--- src/rtl/hazard_stall_controller.sv ---
// Hazard detection for the 5-stage core: load-use and ecall x17 stalls, mispredict flushes,
// ecall-halt drain sequencing and stall/flush performance counters.
module hazard_stall_controller #(
  parameter int unsigned DRAIN_CYCLES = 3,
  parameter int unsigned CNT_WIDTH    = 32
) (
  input  logic                 clk,
  input  logic                 reset,
  input  logic [4:0]           IF_ID_rs1,
  input  logic [4:0]           IF_ID_rs2,
  input  logic                 use_rs1,
  input  logic                 use_rs2,
  input  logic                 is_ecall,
  input  logic                 halt_cond,
  input  logic [4:0]           ID_EX_rd,
  input  logic                 ID_EX_mem_read,
  input  logic                 ID_EX_reg_write,
  input  logic [4:0]           EX_MEM_rd,
  input  logic                 EX_MEM_mem_read,
  input  logic                 mispredict,
  output logic                 pc_write,
  output logic                 IF_ID_write,
  output logic                 IF_ID_flush,
  output logic                 ID_EX_bubble,
  output logic                 is_halted,
  output logic [CNT_WIDTH-1:0] stall_count,
  output logic [CNT_WIDTH-1:0] flush_count
);

  localparam int unsigned DcW = (DRAIN_CYCLES > 1) ? $clog2(DRAIN_CYCLES) : 1;

  typedef enum logic [1:0] {StRun, StDrain, StHalted} state_e;

  state_e               state_q, state_d;
  logic [DcW-1:0]       drain_cnt_q, drain_cnt_d;
  logic [CNT_WIDTH-1:0] stall_cnt_q, stall_cnt_d;
  logic [CNT_WIDTH-1:0] flush_cnt_q, flush_cnt_d;
  logic                 load_use, ecall_stall, stall;

  always_comb begin
    load_use    = ID_EX_mem_read && (ID_EX_rd != 5'd0) &&
                  ((use_rs1 && (IF_ID_rs1 == ID_EX_rd)) ||
                   (use_rs2 && (IF_ID_rs2 == ID_EX_rd)));
    // x17 still in flight: ALU result not yet forwardable, or load data not yet back.
    ecall_stall = is_ecall &&
                  ((ID_EX_reg_write && (ID_EX_rd == 5'd17)) ||
                   (EX_MEM_mem_read && (EX_MEM_rd == 5'd17)));
    stall       = load_use || ecall_stall;
  end

  always_comb begin
    state_d      = state_q;
    drain_cnt_d  = drain_cnt_q;
    stall_cnt_d  = stall_cnt_q;
    flush_cnt_d  = flush_cnt_q;
    pc_write     = 1'b1;
    IF_ID_write  = 1'b1;
    IF_ID_flush  = 1'b0;
    ID_EX_bubble = 1'b0;
    case (state_q)
      StRun: begin
        if (mispredict) begin
          IF_ID_flush  = 1'b1;
          ID_EX_bubble = 1'b1;
          flush_cnt_d  = flush_cnt_q + CNT_WIDTH'(1);
        end else if (stall) begin
          pc_write     = 1'b0;
          IF_ID_write  = 1'b0;
          ID_EX_bubble = 1'b1;
          stall_cnt_d  = stall_cnt_q + CNT_WIDTH'(1);
        end else if (is_ecall && halt_cond) begin
          state_d     = StDrain;
          drain_cnt_d = DcW'(DRAIN_CYCLES - 1);
        end
      end
      StDrain: begin
        pc_write     = 1'b0;
        IF_ID_flush  = 1'b1;
        ID_EX_bubble = 1'b1;
        if (drain_cnt_q == '0) begin
          state_d = StHalted;
        end else begin
          drain_cnt_d = drain_cnt_q - DcW'(1);
        end
      end
      StHalted: begin
        pc_write     = 1'b0;
        IF_ID_flush  = 1'b1;
        ID_EX_bubble = 1'b1;
      end
      default: state_d = StRun;
    endcase
    // A reset cycle lets the front end run freely regardless of state.
    if (reset) begin
      pc_write     = 1'b1;
      IF_ID_write  = 1'b1;
      IF_ID_flush  = 1'b0;
      ID_EX_bubble = 1'b0;
    end
  end

  always_ff @(posedge clk) begin
    if (reset) begin
      state_q     <= StRun;
      drain_cnt_q <= '0;
      stall_cnt_q <= '0;
      flush_cnt_q <= '0;
    end else begin
      state_q     <= state_d;
      drain_cnt_q <= drain_cnt_d;
      stall_cnt_q <= stall_cnt_d;
      flush_cnt_q <= flush_cnt_d;
    end
  end

  assign is_halted   = (state_q == StHalted);
  assign stall_count = stall_cnt_q;
  assign flush_count = flush_cnt_q;

endmodule

--- config.mk ---
export PLATFORM = sky130hd
export DESIGN_NAME = hazard_stall_controller
export DESIGN_NICKNAME = d
export VERILOG_FILES = /design/src/rtl/hazard_stall_controller.sv
export SDC_FILE = /design/constraint.sdc
export NUM_CORES = 1
export LEC_CHECK = 0
export ABC_AREA = 1
export BUFFER_PORTS_ARGS = -buffer_cell sky130_fd_sc_hd__buf_4
export CAP_MARGIN = 10
export CELL_PAD_IN_SITES_DETAIL_PLACEMENT = 0
export CELL_PAD_IN_SITES_GLOBAL_PLACEMENT = 1
export CORE_MARGIN = 2
export CORE_UTILIZATION = 41
export DETAILED_ROUTE_END_ITERATION = 10
export GPL_TIMING_DRIVEN = 0
export PLACE_DENSITY_LB_ADDON = 0.1
export SYNTH_ARGS = -nofsm -noshare
export SYNTH_HDL_FRONTEND = slang
export SYNTH_SLANG_ARGS = --single-unit
--- constraint.sdc ---
create_clock -name clk -period 3.9 [get_ports clk]
set_clock_uncertainty 0.15 [all_clocks]
set_input_delay 0.39 -clock clk [delete_from_list [all_inputs] [get_ports clk]]
set_output_delay 0.39 -clock clk [all_outputs]
set_load 0.01 [all_outputs]
==> impl_results.md, run 1 <==
* Critical path's slowest cell: dfxtp_1
* Fin worst setup slack at 1220 ps
* Crit path largest cell delay at 360 ps
* Final Cell Area at 5410 µm²
* Area of the core at 10300 µm²
* Minimum clock period at 2680 ps
* Synth warnings at 0
* Clk buf depth at 2
* Int Power at 0.00117 W
* Placement Cell Area at 5210 µm²
* Setup CP Type: flip-flop to output pin
* Inserted Diodes at 0
* CP max FO at 10
* # fillers at 1088
* Final setup vio count at 0
* Max-cap violation count at 0
* Reg power frac at 0.427
* Pwr Density at 321 nW/µm²
* Post-CTS Hold Fix Bufs at 0
* Commonest register cell after synthesis: dfxtp_1
* Largest net degree at the start of global routing at 13
* Initial antenna violation count at 0
* Per-cell routed wire length at 13.7 µm
* CTS tree: done
* I/O Buffers at 97
* Leak pwr at 2.30 nW
* Most frequent cells in the layout: 180 x nand2_1, 98 x buf_4, 82 x nor2_1
* Worst-skew pair later-pin latency at 360 ps
* Leading cell type in the layout, fill and taps excluded: nand2_1
* Iteration-0 DRC Markers at 189
* Switch share at 0.327
* DRC viols at 0
* Sequential fraction of the synthesis area at 0.316
* Root Buffer: clkbuf_8
* Largest delay share family, worst path: buffers and inverters
* Status: complete, no violations
* Library cells used by synthesis at 35
* Post-CTS setup buffers at 0
* # resized after CTS at 0
* Critical Path Source Type: flip-flop
* Die outline width at 107 µm
* Starting Density at 0.420
* Required @ worst endpoint at 3360 ps
* HP Class: input pin to flip-flop
* Clock buffer count from CTS at 9
* Worst Setup Slack post-DPL at 1520 ps
* Crit path capture type: output pin
* WL final at 12600 µm
* Max Transition Viols Final at 0
* Switching power at 0.000567 W
* WP buf/inv at 3
* Combinational share of power at 0.223
* Slew HR at 0.588
* Post-DR vias/cell at 4.91
* FP Rows at 37
* Syn nets at 708
* Setup tns final at 0 ps
* Cell count after synthesis at 671
* Post-DP HPWL at 10000 µm
* Tcrit/Tclk final at 0.687
* Final Hold Fails at 0
* Hold slack at 260 ps
* Area Overhead vs Synth at 25.5%
* Grt ovf at 0
* Synthesized cell area at 4310 µm²
* Synth async-reset ratio at 0
* Htree depth at 3
* TritonCTS sink count at 68
* #FFs+latches synth at 68
* First-pass GRT wire length at 20600 µm
* Worst-path clk slew at 90 ps
* Peak VDD IR at 191 µV
* Vias in the first global route at 4318
* Clk pwr share at 0.351
* GP Congestion at 0.912
* Layout cells sized above 1 at 0.190
* DR vias at 4521
* Mean Syn Cell Area at 6.43 µm²
* Detail Route Antenna Nets at 0
* Drt first pass iters at 5
* RSZ-0062 raised after global routing: no
* Final Util at 0.527
* Worst-margin pin slew at 618 ps
* CP arrival at 2140 ps
* Gr usage total at 0.229
* Io pins at 99
* Die height at 107 µm
* Post-synth EDFFs at 0
* Nets at 816
* FMAX at 0.373 GHz
* Die footprint at 11400 µm²
* Worst path cell trace: inv_1 -> ha_1 -> nand2_4 -> clkinv_1 -> o21ai_0 -> o31ai_1 -> buf_4
per-layer routing:
| metal | vias to the layer above | global-route usage | share of wire |
|---|---|---|---|
| met1 | 2057 | 0.270 | 0.43 |
| met2 | 88 | 0.427 | 0.52 |
| met5 | - | 0 | 0 |
| met4 | 0 | 0.0779 | 0.017 |
| met3 | 16 | 0.0280 | 0.031 |
| li1 | 2360 | - | - |
cell usage after synthesis, types with 7 or more instances:
| cell type | n | share of area |
|---|---|---|
| dfxtp_1 | 68 | 0.32 |
| clkbuf_1 | 10 | 0.0087 |
| ha_1 | 7 | 0.020 |
| o21ai_0 | 17 | 0.020 |
| nand4_1 | 13 | 0.019 |
| xor2_1 | 26 | 0.053 |
| a21oi_1 | 51 | 0.059 |
| nand2_1 | 180 | 0.16 |
| nor2_1 | 82 | 0.071 |
| xnor2_1 | 9 | 0.018 |
| inv_1 | 77 | 0.067 |
| nor3_1 | 39 | 0.045 |
| nand3_1 | 44 | 0.051 |
stage by stage:
| stage | power [W] | instances |
|---|---|---|
| 6_report | 0.00174 | 920 |
| 5_1_grt | 0.00184 | 920 |
| 4_1_cts | 0.00175 | 920 |
| 3_5_place_dp | 0.00115 | 904 |
| 3_3_place_gp | 0.00114 | 904 |
| 2_1_floorplan | 0.00101 | 671 |
logic make-up (layout without fill, tap and decap cells):
family                     after synthesis  after routing  synth area share
buffers and inverters                   99            212            0.0885
adders and majority gates                7              7            0.0203
AOI/OAI and AO/OA                       78             78            0.0957
xor gates and xnor gates                35             35            0.0711
DFF                                     68             68             0.316
and+or+nand+nor                        384            384             0.409
worst register-to-register path, cell delays in order, from the launching register on:
cell and delay, ps:
dfxtp_1 330, inv_1 100, ha_1 300, nand2_4 160
nor2_4 130, inv_2 60, nor2_4 100, nand2_4 80
nor2_8 130, nand4_2 170, nor2_2 190, nand3_1 90
nand2_1 60, a21oi_1 50
final timing paths:
path,from,cells after the start,slack (ps),to
min reg2reg,drain_cnt_q[1]$_SDFFE_PP0P_,2,340,drain_cnt_q[1]$_SDFFE_PP0P_
max reg2reg,state_q[0]$_SDFFE_PP0P_,13,1710,flush_count[30]$_SDFFE_PP0P_
min,mispredict,4,260,flush_count[26]$_SDFFE_PP0P_
max,state_q[0]$_SDFFE_PP0P_,7,1220,ID_EX_bubble
layout make-up:
class                   instances  area (µm²)  area share
multi-input cells             504        2570       0.475
flip-flops and latches         68        1360       0.252
repair buffers                 97         728       0.135
inverters                      83         312      0.0576
well taps                     136         170      0.0314
clock buffers                  10         138      0.0254
plain buffers                  16        70.1      0.0129
clock inverters                 6        62.6      0.0116
flip-flops by register name, indices dropped and copies added, names as in the netlist:
signal and cells:
drain_cnt_q 2, stall_count 32, flush_count 32, state_q 2
power groups by stage:
| stage | clock network (W) | logic [W] | registers (W) |
|---|---|---|---|
| after global routing | 0.000653 | 0.000443 | 0.000745 |
| final | 0.000609 | 0.000387 | 0.000741 |
| after detailed placement | 0 | 0.000389 | 0.000757 |
| after floorplan | 0 | 0.000256 | 0.000756 |
| after global placement | 0 | 0.000382 | 0.000756 |
| after CTS | 0.000621 | 0.000390 | 0.000741 |
(Power assumes the default switching activity.)
==> inputs of run 2 (changes only) <==
- CORE_UTILIZATION: 41 -> 34
- clock period: 3.9 -> 2.34 ns (I/O delays scaled with it)
==> impl_results.md, run 2 (synthesized netlist as in run 1, its figures left out) <==
* Status: complete, no violations
* Int Power at 0.00242 W (+110%)
* Final Util at 0.446 (-0.0803)
* DR vias at 4475 (-1.0%)
* Max Transition Viols Final at 0 (unchanged)
* WL final at 12800 µm (+2.2%)
* TritonCTS sink count at 68 (unchanged)
* Minimum clock period at 2210 ps
* Leading cell type in the layout, fill and taps excluded: nand2_1
* Leak pwr at 2.35 nW (+2.1%)
* Max-cap violation count at 0 (unchanged)
* Pwr Density at 607 nW/µm² (+89%)
* Worst-path clk slew at 60 ps (-30 ps)
* Post-DP HPWL at 10100 µm (+1.3%)
* Reg power frac at 0.365 (-0.062)
* CP arrival at 1820 ps (-320 ps)
* Per-cell routed wire length at 13.5 µm (-1.4%)
* Required @ worst endpoint at 1960 ps (-1400 ps)
* First-pass GRT wire length at 21000 µm (+1.5%)
* Nets at 816 (unchanged)
* Final setup vio count at 0 (unchanged)
* Most frequent cells in the layout: 180 x nand2_1, 98 x buf_4, 81 x nor2_1
* Clk pwr share at 0.428 (+0.077)
* Largest net degree at the start of global routing at 11 (-2)
* Layout cells sized above 1 at 0.189 (-0.000793)
* Iteration-0 DRC Markers at 181 (-4.2%)
* CTS tree: done
* Worst Setup Slack post-DPL at 109 ps (-1420 ps)
* Inserted Diodes at 0 (unchanged)
* Detail Route Antenna Nets at 0 (unchanged)
* Slew HR at 0.565 (-0.0234)
* Starting Density at 0.345 (-0.0751)
* Post-CTS Hold Fix Bufs at 0 (unchanged)
* Gr usage total at 0.198 (-0.0311)
* Drt first pass iters at 4 (-1)
* # fillers at 1391 (+28%)
* Htree depth at 3 (unchanged)
* Tcrit/Tclk final at 0.943
* Setup CP Type: flip-flop to output pin
* Combinational share of power at 0.207 (-0.016)
* WHS Path Cells at 4 (unchanged)
* Switching power at 0.000973 W (+72%)
* Worst-skew pair later-pin latency at 340 ps (-20 ps)
* FMAX at 0.453 GHz
* Root Buffer: clkbuf_16
* Hold slack at 145 ps (-115 ps)
* HP Class: input pin to flip-flop
* Die outline width at 117 µm (+9.4%)
* Area Overhead vs Synth at 29.5%
* Die height at 117 µm (+9.4%)
* Clock buffer count from CTS at 9 (unchanged)
* Setup tns final at 0 ps (unchanged)
* Worst-margin pin slew at 653 ps (+35.1 ps)
* Placement Cell Area at 5260 µm² (+0.86%)
* Io pins at 99 (unchanged)
* Worst reg2reg path depth at 8 (-5)
* RSZ-0062 raised after global routing: yes
* CP max FO at 10 (unchanged)
* Clk buf depth at 2 (unchanged)
* Crit path capture type: output pin
* Critical Path Source Type: flip-flop
* GP Congestion at 0.952 (+4.4%)
* Initial antenna violation count at 0 (unchanged)
* Final Cell Area at 5590 µm² (+3.2%)
* Peak VDD IR at 246 µV (+29%)
* DRC viols at 0 (unchanged)
* Switch share at 0.287 (-0.0394)
* Die footprint at 13600 µm² (+20%)
* Area of the core at 12500 µm² (+22%)
* I/O Buffers at 97 (unchanged)
* Vias in the first global route at 4424 (+2.5%)
* Grt ovf at 0 (unchanged)
* Post-DR vias/cell at 4.69 (-4.5%)
* Flop2flop setup slack at 150 ps (-1560 ps)
* FP Rows at 41 (+11%)
* Final Hold Fails at 0 (unchanged)
* Fin worst setup slack at 134 ps (-1090 ps)
## run 2: cell types whose count changed in the layout (fill, tap and decap cells not counted), moves of 2 or more
cell,previous run,this run
clkinv_2,3,1
clkbuf_16,0,9
clkbuf_1,10,12
clkbuf_8,10,1
## run 2: worst max-delay path, cell delays in order (launching register included)
cell,delay (ps)
dfxtp_1,360
inv_1,110
ha_4,200
nand2_4,140
clkinv_2,170
o21ai_1,220
o31ai_1,110
buf_4,170
## run 2: what timing repair did
action,CTS,global route
resized for setup,4,3
setup buffers,0,0
endpoints found under the setup margin,4,5
## run 2: worst paths after layout
kind                               startpoint                            to
setup / recovery      state_q[0]$_SDFFE_PP0P_                  ID_EX_bubble
setup reg to reg  stall_count[0]$_SDFFE_PP0P_  stall_count[26]$_SDFFE_PP0P_
hold / removal                     mispredict  flush_count[28]$_SDFFE_PP0P_
hold reg to reg   drain_cnt_q[1]$_SDFFE_PP0P_   drain_cnt_q[1]$_SDFFE_PP0P_
## run 2: per-stage QoR
step           instances  total power (W)
2_1_floorplan        671          0.00169
3_3_place_gp         940          0.00191
3_5_place_dp         940          0.00192
4_1_cts              954          0.00340
5_1_grt              954          0.00357
6_report             954          0.00339
## run 2: routing by layer
metal | vias up | track usage | routed length [µm]
met5 | - | 0 | 0
met1 | 1996 | 0.233 | 5690
met2 | 85 | 0.356 | 6310
li1 | 2369 | - | -
met3 | 25 | 0.0410 | 539
met4 | 0 | 0.0737 | 294
## run 2: area by class of cell
type                       count  area (µm²)  area share
clock inverter                 2        60.1      0.0108
clock buffer                  12         246      0.0441
inverter                      83         313      0.0560
timing repair buffer          97         728       0.130
buffer                        16        76.3      0.0137
tap                          172         215      0.0385
multi-input combinational    504        2590       0.463
sequential                    68        1360       0.244
## run 2: power by group through the flow
stage	Combinational [W]	Clock [W]	Sequential, W
6_report	0.000702	0.00145	0.00124
5_1_grt	0.000785	0.00154	0.00124
4_1_cts	0.000675	0.00149	0.00124
3_5_place_dp	0.000655	0	0.00126
3_3_place_gp	0.000645	0	0.00126
2_1_floorplan	0.000427	0	0.00126
==> inputs of run 3 (changes only) <==
- BUFFER_PORTS_ARGS: -buffer_cell sky130_fd_sc_hd__buf_4 -> default
- CORE_UTILIZATION: 34 -> 44
- DONT_BUFFER_PORTS: default -> 1
- clock period: 2.34 -> 2.1 ns (I/O delays scaled with it)
==> impl_results.md, run 3 (synthesized netlist as in run 1, its figures left out) <==
* Post-DR vias/cell at 5.05 (+7.7%)
* Final Hold Fails at 0 (unchanged)
* Setup CP Type: flip-flop to flip-flop
* Vias in the first global route at 3927 (-11%)
* Nets at 731 (-10%)
* Detail Route Antenna Nets at 0 (unchanged)
* Critical Path Source Type: flip-flop
* Reg-to-reg startpoint: state_q[1]$_SDFFE_PP0P_
* # fillers at 1046 (-25%)
* Area Overhead vs Synth at 15.1%
* DR vias at 4203 (-6.1%)
* Inserted Diodes at 0 (unchanged)
* Clk buf depth at 2 (unchanged)
* Area of the core at 9640 µm² (-23%)
* Worst-skew pair later-pin latency at 360 ps (+20 ps)
* Root Buffer: clkbuf_8
* Tcrit/Tclk final at 0.967
* Largest net degree at the start of global routing at 13 (+2)
* Required @ worst endpoint at 2220 ps (+260 ps)
* Final setup vio count at 0 (unchanged)
* Layout cells sized above 1 at 0.137 (-0.0519)
* Worst r2r dst: flush_count[24]$_SDFFE_PP0P_
* HP Class: input pin to flip-flop
* I/O Buffers at 0 (-100%)
* Max Transition Viols Final at 0 (unchanged)
* Drt first pass iters at 4 (unchanged)
* Peak VDD IR at 301 µV (+22%)
* Htree depth at 3 (unchanged)
* Max-cap violation count at 0 (unchanged)
* Final Util at 0.515 (+0.0687)
* WL final at 12300 µm (-4.5%)
* Die height at 103 µm (-12%)
* GP Congestion at 0.900 (-5.4%)
* Most frequent cells in the layout: 180 x nand2_1, 77 x nor2_1, 75 x inv_1
* WHS Path Cells at 4 (unchanged)
* Die outline width at 103 µm (-12%)
* Pwr Density at 659 nW/µm² (+8.7%)
* Worst-margin pin slew at 581 ps (-72.4 ps)
* DRC viols at 0 (unchanged)
* FP Rows at 36 (-12%)
* CP arrival at 2150 ps (+330 ps)
* Crit path capture type: flip-flop
* Minimum clock period at 2030 ps
* Worst reg2reg path depth at 15 (+7)
* Worst setup path end: flush_count[24]$_SDFFE_PP0P_
* Setup tns final at 0 ps (unchanged)
* CP max FO at 6 (-4)
* Origin of the worst setup path: state_q[1]$_SDFFE_PP0P_
* Leak pwr at 1.88 nW (-20%)
* Gr usage total at 0.235 (+0.0370)
* Leading cell type in the layout, fill and taps excluded: nand2_1
* Iteration-0 DRC Markers at 135 (-25%)
* First-pass GRT wire length at 19100 µm (-8.8%)
* Worst-path clk slew at 90 ps (+30 ps)
* FMAX at 0.492 GHz
* Starting Density at 0.448 (+0.103)
* Die footprint at 10600 µm² (-22%)
* Grt ovf at 0 (unchanged)
* TritonCTS sink count at 68 (unchanged)
* Io pins at 99 (unchanged)
* Flop2flop setup slack at 70 ps (-80 ps)
* Slew HR at 0.613 (+0.0483)
* Hold slack at 59.7 ps (-84.9 ps)
* CTS tree: done
* RSZ-0062 raised after global routing: yes
* Initial antenna violation count at 0 (unchanged)
* Post-DP HPWL at 9480 µm (-6.5%)
* Clock buffer count from CTS at 9 (unchanged)
* Per-cell routed wire length at 14.7 µm (+9.5%)
* Status: complete, no violations
run 3: cell count changes in the layout (fill, tap and decap cells not counted), moves of 3 or more:
cell and change:
buf_4 -86, nor3_1 -12, nor3_2 +12, dfxtp_1 -11, dfxtp_2 +10, clkbuf_16 -9
clkbuf_8 +9, nor2_4 +5, nor2_1 -4, clkinvlp_4 +3
run 3: power by group:
part / switching, W / total, W / leakage (nW) / internal, W
sequential: 0.0000538 / 0.00140 / 0.554 / 0.00134
clock: 0.000553 / 0.00114 / 0.0918 / 0.000583
combinational: 0.000473 / 0.000739 / 1.23 / 0.000266
total: 0.00108 / 0.00327 / 1.88 / 0.00219
run 3: per-layer routing:
layer / up-vias / share of wire / GRT usage
li1: 2210 / - / -
met1: 1879 / 0.42 / 0.268
met2: 98 / 0.51 / 0.419
met3: 16 / 0.057 / 0.0664
met4: 0 / 0.018 / 0.0840
met5: - / 0 / 0
run 3: final cells by class:
type                    instances  area [µm²]  area share
plain buffers                  16        76.3      0.0154
clock buffers                  11         141      0.0285
clock inverters                 5        61.3      0.0123
inverters                      83         313      0.0630
multi-input cells             504        2740       0.551
flip-flops and latches         68        1380       0.277
well taps                     133         166      0.0335
repair buffers                 12        92.6      0.0186
run 3: worst max-delay path, cell delays in order, from the launching register on:
cell and delay, ps:
dfxtp_2 340, inv_2 90, ha_4 200, nand2_8 80, nor2_4 100, inv_2 60, nor2_4 100, nand2_4 80
nor2_8 160, nand2_4 90, nor2_4 150, nand2_4 80, nor2_2 110, nand2_1 50, nand2_1 60, nor2_1 40
run 3: timing repair:
item	in CTS	in global routing
hold endpoints to repair	6	0
pin swaps	0	7
endpoints found under the setup margin	26	30
hold buffers	1	0
gates resized for setup	16	35
buffers inserted	0	11
run 3: how the worst min path moves through the flow:
stage / startpoint / end / slack (ps)
after floorplan: drain_cnt_q[1]$_SDFFE_PP0P_ / drain_cnt_q[1]$_SDFFE_PP0P_ / 290
after global placement: drain_cnt_q[1]$_SDFFE_PP0P_ / drain_cnt_q[1]$_SDFFE_PP0P_ / 310
after detailed placement: drain_cnt_q[1]$_SDFFE_PP0P_ / drain_cnt_q[1]$_SDFFE_PP0P_ / 310
after CTS: mispredict / stall_count[11]$_SDFFE_PP0P_ / 40
after global routing: halt_cond / drain_cnt_q[1]$_SDFFE_PP0P_ / 70
final: halt_cond / drain_cnt_q[1]$_SDFFE_PP0P_ / 60
run 3: per-stage QoR:
stage                     power (W)  cell area, µm²  setup WS [ps]  std cells
after floorplan             0.00188            4310            175        671
after global placement      0.00201            4480           -228        804
after detailed placement    0.00203            4480           -225        804
after CTS                   0.00321            4740          0.702        821
after global routing        0.00344            4960          -52.2        832
final                       0.00327            4960           69.1        832
